--- src/rtl/pipe_pkg.sv ---
// pipe_pkg -- shared definitions for the skid-buffered pipeline stage.
//   state_t   : occupancy encoding of the two-entry stage (EMPTY/ONE/FULL)
//   HALT_NONE : HALT_BIT value that disables halt-hold
//   PERF_W    : width of the optional stall/bubble counters
//   sat_inc   : saturating increment used by those counters
package pipe_pkg;

   typedef enum logic [1:0] {
      EMPTY = 2'b00,   // nothing held
      ONE   = 2'b01,   // main entry M valid
      FULL  = 2'b11    // M and skid entry S valid
   } state_t;

   localparam int HALT_NONE = -1;
   localparam int PERF_W    = 16;

   // Increment by one when en is set, sticking at all-ones.
   function automatic logic [PERF_W-1:0] sat_inc(input logic [PERF_W-1:0] v,
                                                 input logic              en);
      logic [PERF_W-1:0] r;
      r = v;
      if (en && (v != {PERF_W{1'b1}})) begin
         r = v + PERF_W'(1);
      end
      return r;
   endfunction

endpackage

--- src/rtl/pipe_entry.sv ---
// pipe_entry -- one storage slot of the pipeline stage (data + control).
// Ports:
//   clk, rst         : clock (rising edge) / asynchronous active-low reset
//   load             : capture d_data/d_ctrl at the next edge
//   clr_ctrl         : zero the control field at the next edge; data kept.
//                      Takes priority over load.
//   d_data, d_ctrl   : value to capture
//   q_data, q_ctrl   : held value
module pipe_entry
   import pipe_pkg::*;
#(
   parameter int DATA_W = 48,
   parameter int CTRL_W = 16
) (
   input  logic              clk,
   input  logic              rst,
   input  logic              load,
   input  logic              clr_ctrl,
   input  logic [DATA_W-1:0] d_data,
   input  logic [CTRL_W-1:0] d_ctrl,
   output logic [DATA_W-1:0] q_data,
   output logic [CTRL_W-1:0] q_ctrl
);

   logic [DATA_W-1:0] data_q, data_d;
   logic [CTRL_W-1:0] ctrl_q, ctrl_d;

   always_comb begin
      data_d = data_q;
      ctrl_d = ctrl_q;
      if (clr_ctrl) begin
         // Killing a beat only needs its control gone; payload is don't-care.
         ctrl_d = '0;
      end else if (load) begin
         data_d = d_data;
         ctrl_d = d_ctrl;
      end
   end

   always_ff @(posedge clk or negedge rst) begin
      if (!rst) begin
         data_q <= '0;
         ctrl_q <= '0;
      end else begin
         data_q <= data_d;
         ctrl_q <= ctrl_d;
      end
   end

   assign q_data = data_q;
   assign q_ctrl = ctrl_q;

endmodule

--- src/rtl/pipe_stage_skid.sv ---
// pipe_stage_skid -- valid/ready pipeline register with a 2-entry skid buffer.
// in_ready comes straight from flops, so there is no combinational path from
// out_ready back to in_ready. Flush empties the stage and zeroes control.
// Optional build macro: PIPE_STAGE_PERF_EN adds stall_cnt / bubble_cnt.
// Ports:
//   clk, rst                      : clock / asynchronous active-low reset
//   in_valid, in_ready            : upstream handshake
//   in_data, in_ctrl              : upstream beat
//   flush                         : synchronous kill of all held beats
//   out_valid, out_ready          : downstream handshake
//   out_data, out_ctrl            : head beat (out_ctrl is 0 when not valid)
//   halted                        : a Halt beat was accepted; input closed
//   stall_cnt, bubble_cnt         : (PIPE_STAGE_PERF_EN) saturating counters
module pipe_stage_skid
   import pipe_pkg::*;
#(
   parameter int DATA_W   = 48,
   parameter int CTRL_W   = 16,
   parameter int HALT_BIT = 0
) (
   input  logic              clk,
   input  logic              rst,
   input  logic              in_valid,
   output logic              in_ready,
   input  logic [DATA_W-1:0] in_data,
   input  logic [CTRL_W-1:0] in_ctrl,
   input  logic              flush,
   output logic              out_valid,
   input  logic              out_ready,
   output logic [DATA_W-1:0] out_data,
   output logic [CTRL_W-1:0] out_ctrl,
   output logic              halted
`ifdef PIPE_STAGE_PERF_EN
   ,
   output logic [PERF_W-1:0] stall_cnt,
   output logic [PERF_W-1:0] bubble_cnt
`endif
);

   state_t state_q, state_d;
   logic   halted_q, halted_d;

   logic   in_fire, out_fire, halt_in;
   logic   m_load, s_load;
   logic   [DATA_W-1:0] m_d_data, m_q_data, s_q_data;
   logic   [CTRL_W-1:0] m_d_ctrl, m_q_ctrl, s_q_ctrl;

   assign in_ready  = (state_q != FULL) & ~halted_q;
   assign out_valid = (state_q != EMPTY);
   assign in_fire   = in_valid & in_ready;
   assign out_fire  = out_valid & out_ready;

   generate
      if (HALT_BIT >= 0) begin : g_halt
         assign halt_in = in_ctrl[HALT_BIT];
      end else begin : g_no_halt
         assign halt_in = 1'b0;
      end
   endgenerate

   // Next state and entry load enables. M refills from S when the stage is
   // FULL (input is blocked then), otherwise from the upstream beat.
   always_comb begin
      state_d  = state_q;
      halted_d = halted_q;
      m_load   = 1'b0;
      s_load   = 1'b0;
      m_d_data = in_data;
      m_d_ctrl = in_ctrl;

      if (flush) begin
         state_d  = EMPTY;
         halted_d = 1'b0;
      end else begin
         if (in_fire && halt_in) begin
            halted_d = 1'b1;
         end
         unique case (state_q)
            EMPTY: begin
               if (in_fire) begin
                  m_load  = 1'b1;
                  state_d = ONE;
               end
            end
            ONE: begin
               if (in_fire && out_fire) begin
                  m_load = 1'b1;
               end else if (in_fire) begin
                  s_load  = 1'b1;
                  state_d = FULL;
               end else if (out_fire) begin
                  state_d = EMPTY;
               end
            end
            FULL: begin
               m_d_data = s_q_data;
               m_d_ctrl = s_q_ctrl;
               if (out_fire) begin
                  m_load  = 1'b1;
                  state_d = ONE;
               end
            end
            default: state_d = EMPTY;
         endcase
      end
   end

   always_ff @(posedge clk or negedge rst) begin
      if (!rst) begin
         state_q  <= EMPTY;
         halted_q <= 1'b0;
      end else begin
         state_q  <= state_d;
         halted_q <= halted_d;
      end
   end

   pipe_entry #(.DATA_W(DATA_W), .CTRL_W(CTRL_W)) u_m (
      .clk      (clk),
      .rst      (rst),
      .load     (m_load),
      .clr_ctrl (flush),
      .d_data   (m_d_data),
      .d_ctrl   (m_d_ctrl),
      .q_data   (m_q_data),
      .q_ctrl   (m_q_ctrl)
   );

   pipe_entry #(.DATA_W(DATA_W), .CTRL_W(CTRL_W)) u_s (
      .clk      (clk),
      .rst      (rst),
      .load     (s_load),
      .clr_ctrl (flush),
      .d_data   (in_data),
      .d_ctrl   (in_ctrl),
      .q_data   (s_q_data),
      .q_ctrl   (s_q_ctrl)
   );

   assign out_data = m_q_data;
   // M keeps stale control after draining to EMPTY; mask it so an empty
   // stage always presents a NOP.
   assign out_ctrl = out_valid ? m_q_ctrl : '0;
   assign halted   = halted_q;

`ifdef PIPE_STAGE_PERF_EN
   logic [PERF_W-1:0] stall_q, stall_d, bubble_q, bubble_d;

   always_comb begin
      stall_d  = sat_inc(stall_q, out_valid & ~out_ready);
      bubble_d = sat_inc(bubble_q, ~out_valid);
   end

   always_ff @(posedge clk or negedge rst) begin
      if (!rst) begin
         stall_q  <= '0;
         bubble_q <= '0;
      end else begin
         stall_q  <= stall_d;
         bubble_q <= bubble_d;
      end
   end

   assign stall_cnt  = stall_q;
   assign bubble_cnt = bubble_q;
`endif

endmodule

--- config.mk ---
export PLATFORM = sky130hd
export DESIGN_NAME = pipe_stage_skid
export DESIGN_NICKNAME = d
export VERILOG_FILES = /design/src/rtl/pipe_pkg.sv /design/src/rtl/pipe_entry.sv /design/src/rtl/pipe_stage_skid.sv
export SDC_FILE = /design/constraint.sdc
export NUM_CORES = 1
export LEC_CHECK = 0
export BUFFER_PORTS_ARGS = -buffer_cell sky130_fd_sc_hd__buf_2
export CAP_MARGIN = 15
export CORE_MARGIN = 4
export CORE_UTILIZATION = 59
export DETAILED_ROUTE_END_ITERATION = 10
export PLACE_DENSITY = 0.91
export SKIP_CTS_REPAIR_TIMING = 1
export SYNTH_ARGS = -nofsm -noshare
export SYNTH_HDL_FRONTEND = slang
export SYNTH_SLANG_ARGS = --single-unit
export TNS_END_PERCENT = 50
--- constraint.sdc ---
create_clock -name clk -period 5.5 [get_ports clk]
set_input_delay 0.55 -clock clk [delete_from_list [all_inputs] [get_ports clk]]
set_output_delay 0.55 -clock clk [all_outputs]
set_load 0.01 [all_outputs]
### Word level (Yosys, flattened, before mapping)

Index checks and enable logic that the tools add are counted.

| word-level totals | value |
|---|---|
| flip-flop bits (word level) | 131 |
| bits in latches | 0 |
| bits in writable memories | 0 |
| ROM bits | 0 |
| input bits | 69 |
| output and inout bits | 67 |
| word-level logic and storage cells | 52 |
| memories kept | 0 |

| cells by class | value |
|---|---|
| add/subtract/negate cells | 0 |
| multiply operators | 0 |
| div/mod/pow operators | 0 |
| $lt $le $gt $ge | 0 |
| equal/unequal tests | 7 |
| shifts and indexed selects | 0 |
| multiplexer cells | 24 |
| bitwise operators | 5 |
| reduce and logical (&&, ||, !) cells | 10 |

Operators with widths:

| kind | number |
|---|---|
| $mux 16 | 6 |
| $mux 48 | 1 |
| $mux 2 | 6 |
| $mux 1 | 9 |
| $ne 3x3->1 const B | 3 |
| $reduce_bool 2->1 | 4 |
| $pmux 2 s3 | 1 |
| $ne 4x4->1 const B | 1 |
| $reduce_and 2->1 | 2 |
| $reduce_and 4->1 | 1 |
| $and 1x1->1 | 3 |
| $pmux 1 s3 | 1 |
| $eq 2x1->1 const B | 1 |
| $eq 2x2->1 const B | 1 |
| $logic_and 1x1->1 | 2 |
| $logic_not 2->1 | 1 |
| $ne 2x2->1 const B | 1 |
| $not 1->1 | 2 |

### Longest topological paths before layout

| logic depth | value |
|---|---|
| depth in word-level cells | 9 |
| mapped depth | 8 |
| depth with buffers taken out | 6 |

### Cells and area by module

Synthesis repeated with hierarchy kept, for this count alone.

| second synthesis, totals | value |
|---|---|
| cell total of the unflattened synthesis | 434 |
| area, all modules | 6576.3 um2 |

Modules (own cells, without submodules):

| module | times used | cells each | area an instance (um2) |
|---|---|---|---|
| pipe_entry | 2 | 154 | 2542.4 |
| pipe_stage_skid | 1 | 126 | 1491.4 |

### Least setup slack after synthesis

Ideal clock, no wire load.

| path | value |
|---|---|
| path type | register -> register |
| start point | reg state_q[0] |
| end point | reg u_s.data_q[27], in the netlist u_s.q_data[27] |
| arrival time | 2063 ps |
| path slack | 3312 ps |
| cell stages (with the launch flop) | 9 |
| clock period less this slack | 2188 ps |
| cells stage by stage | dfrtp_1 ha_1 buf_2 nor3b_2 nand3_1 nor2_1 buf_2 buf_4 mux2_2 |

| on the way | value |
|---|---|
| longest elaborated chain between the ends | 8 |

RTL lines:

| element | RTL line | RTL |
|---|---|---|
| from (decl) | pipe_stage_skid.sv:40 | `state_t state_q, state_d;` |
| from (signal assigned) | pipe_stage_skid.sv:113 | `state_q <= state_d;` |
| $ne 2x2->1 | pipe_stage_skid.sv:48 | `assign in_ready = (state_q != FULL) & ~halted_q;` |
| $and 1x1->1 | pipe_stage_skid.sv:48 |  |
| $and 1x1->1 | pipe_stage_skid.sv:50 | `assign in_fire = in_valid & in_ready;` |
| $mux 1 or $logic_and 1x1->1 (tied branches) | pipe_stage_skid.sv:88, pipe_stage_skid.sv:86 |  |
| $mux 1 | pipe_stage_skid.sv:86 | `if (in_fire && out_fire) begin` |
| $mux 1 (*) | pipe_stage_skid.sv:78 | `unique case (state_q)` |
| $mux 1 (*) | pipe_stage_skid.sv:71 | `if (flush) begin` |
| $reduce_and 2->1 (no source line) (*) | -- |  |
| to (signal assigned) | pipe_entry.sv:45 | `data_q <= data_d;` |
| to (decl) | pipe_entry.sv:25 | `logic [DATA_W-1:0] data_q, data_d;` |

Mark *: on every way between the ends. The rest lies on a longest branch, timed or not.
A chain may end at the register's enable or synchronous reset.

### Worst setup path in the final report

| path | value |
|---|---|
| start point | reg state_q[0] |
| end point | reg u_s.data_q[12], in the netlist u_s.q_data[12] |

Same word-level chain as after synthesis.

==> flow_metrics.py <==
metrics = {
    "logic_synthesis": {
        "seq_area_frac_synth_pct": 53.7,
        "synth_ff_type": "dfrtp_1",
        "async_reset_ff_share_pct": 100,
        "synth-edff-count": 0,
        "synth.distinct_cells": 30,
        "ys_top_cells_by_area": "dfrtp_1, mux2_2, mux2_4",
        "syn_nets": 545,
        "ys_ff_latch": 131,
        "synthCells": 472,
        "synth_top_area_cell": "dfrtp_1",
        "netlist_area_um2": 6110,
        "synth_top_area_share_pct": 53.7,
        "yosysWarnings": 0,
        "syn-mean-instance-area_um2": 12.9,
    },
    "critical_path": {
        "start_kind": "flop",
        "slowest_stage": "nor2_4",
        "crit_type": "reg -> reg",
        "crit_buf_inv": 2,
        "cp_top_family": "simple AND/OR/NAND/NOR gates",
        "cp.arrival_ns": 4.12,
        "cp-end-kind": "flop",
        "slowest_delay_ns": 0.81,
        "critPathRequiredTime_ns": 5.90,
        "worstPathCellList": "inv_1, ha_1, nand2b_1, nand3_1, nor2_4, buf_4, mux2_2",
        "worstPathMaxFanout": 25,
    },
    "global_routing": {
        "grt-ovfl-total": 0,
        "grt_pass1_vias": 4245,
        "grtUsageTotal_pct": 22.9,
        "grt_pass1_wl_um": 21000,
        "antenna_found_initial": 0,
        "grt_max_degree": 74,
    },
    "placed_design": {
        "hpwl_um": 8700,
        "place_congestion": 0.787,
        "numPortBuffers": 135,
    },
    "sta": {
        "maxSlewHeadroom_pct": 30.9,
        "period_share_pct": 67.8,
        "rsz0062_at_grt": "false",
        "fin_worst_skew_ns": 0.0137,
        "layout_min_cycle_time_ns": 3.73,
        "tightestPinTransition_ns": 1.03,
        "final-hold-violation-count": 0,
        "fmax_ghz": 0.268,
        "finalSetupTns_ns": 0,
        "slew_violations": 0,
        "setup_viol": 0,
    },
    "floorplan": {
        "dieArea_um2": 12000,
        "placementRows": 36,
        "pin_count": 136,
        "coreArea_um2": 9910,
        "fp.dieW_um": 110,
        "start_util_pct": 61.6,
        "die_y_um": 110,
    },
    "power_and_ir_drop": {
        "ir_worst_vdd_mv": 0.275,
        "cellLeakagePower_nw": 3.42,
        "p_per_area_nw_per_um2": 482,
    },
    "clocking": {
        "cts_tree": "yes",
        "numCtsBuffers": 17,
        "clkSinkCount": 131,
        "htreeDepth": 4,
        "root_buffer": "clkbuf_8",
        "clkSlewWorstSetupHoldPaths_ns": 0.06,
        "worstSkewPairLatency_ns": 0.52,
        "clock_path_buffers": 2,
    },
    "route": {
        "wirelength_um": 13400,
        "drt_first_pass_iters": 5,
        "via_per_inst": 5.54,
        "vias": 4119,
        "ant_nets": 0,
        "wl_per_cell_um": 18.0,
        "drc": 0,
        "drtIter0Drc": 183,
    },
    "cells_and_area": {
        "fin_nets": 670,
        "diodes": 0,
        "drive_gt1_share_pct": 52.0,
        "area_growth_pct": 22.4,
        "finalCoreUtilization_pct": 75.4,
        "nFillCells": 631,
    },
    "min_path": {
        "hp-class": "in -> async",
    },
    "run_status": {
        "outcome": "finished, final reports clean",
    },
    "flow_run": {
        "maxCapViolCount": 0,
    },
}
metrics by stage:
stage	setup slack (ns)	power (W)	hold slack [ns]	std cells	instance area, um^2
after floorplan	3.31	0.00204	0.254	472	6110
after global placement	1.99	0.00232	0.484	711	6840
after detailed placement	1.82	0.00239	0.487	711	6840
after CTS	1.80	0.00363	0.115	743	7470
after global routing	1.56	0.00377	0.143	743	7470
final	1.77	0.00360	0.0968	743	7470
logic make-up (layout without fill, tap and decap cells):
kind of cell | Yosys count | in the layout | share of synthesized area, %
muxes | 160 | 160 | 30.4
DFF | 131 | 131 | 53.7
and+or+nand+nor | 77 | 77 | 6.62
AOI/OAI and AO/OA | 61 | 61 | 5.47
buffers and inverters | 39 | 177 | 3.03
adders and majority gates | 4 | 4 | 0.819
layout by cell type, fill, tap and decap left out, types with 4 or more instances in the layout:
master / netlist / final
mux2_2: 124 / 124
or3_1: 16 / 16
dfrtp_1: 131 / 131
buf_2: 7 / 134
o21ai_0: 17 / 17
nor2b_1: 17 / 17
bufinv_16: 0 / 5
clkbuf_16: 0 / 16
mux2i_1: 16 / 16
mux2_4: 20 / 20
inv_1: 7 / 7
buf_4: 2 / 4
nand2_1: 32 / 32
nor2_1: 5 / 4
a21oi_1: 34 / 34
metal layers:
metal	wire [um]	track usage [%]	share of wire (%)	vias to the layer above
met5	0	0	0	-
met4	303	9.44	2.3	0
met3	713	5.70	5.3	28
met2	6990	39.0	52	126
met1	5410	27.8	40	2048
li1	-	-	-	1917
layout make-up:
type / count / area [um^2] / share of cell area, %
Clock buffer: 19 / 432 / 5.78
Clock inverter: 13 / 206 / 2.76
Inverter: 7 / 26.3 / 0.352
Multi-Input combinational cell: 302 / 2670 / 35.7
Sequential cell: 131 / 3280 / 43.9
Tap cell: 133 / 166 / 2.23
Timing Repair Buffer: 138 / 701 / 9.37
sequential cells by signal (all words and copies together) (netlist names):
register	flops
halted	1
state_q	2
u_m.q_ctrl	16
u_m.q_data	48
u_s.q_ctrl	16
u_s.q_data	48
where the power goes:
part           switching (W)  internal (W)
clock               0.000419      0.000794
sequential          0.000197       0.00131
combinational       0.000394      0.000485
path summary, 6_finish.rpt:
kind	from	end	slack (ns)	cells past startpoint
worst min-delay path	rst	u_m.q_data[10]	0.1	1
worst min register to register	u_m.q_data[44]	u_m.q_data[44]	0.50	1
worst max register to register	state_q[0]	u_s.q_data[12]	1.77	7
max in group asynchronous	rst	u_s.q_data[6]	3.99	2
min in group clk	in_data[13]	u_s.q_data[13]	0.28	2
worst max-delay path	state_q[0]	u_s.q_data[12]	1.77	7
synthesized netlist by cell type (5+ instances only):
library cell / number
nand2_1: 32
or3_1: 16
buf_2: 7
dfrtp_1: 131
inv_1: 7
a21oi_1: 34
nor2b_1: 17
o21ai_0: 17
mux2_4: 20
mux2i_1: 16
clkbuf_1: 20
nor2_1: 5
mux2_2: 124
Note: power is estimated with default switching activity, not from simulation.
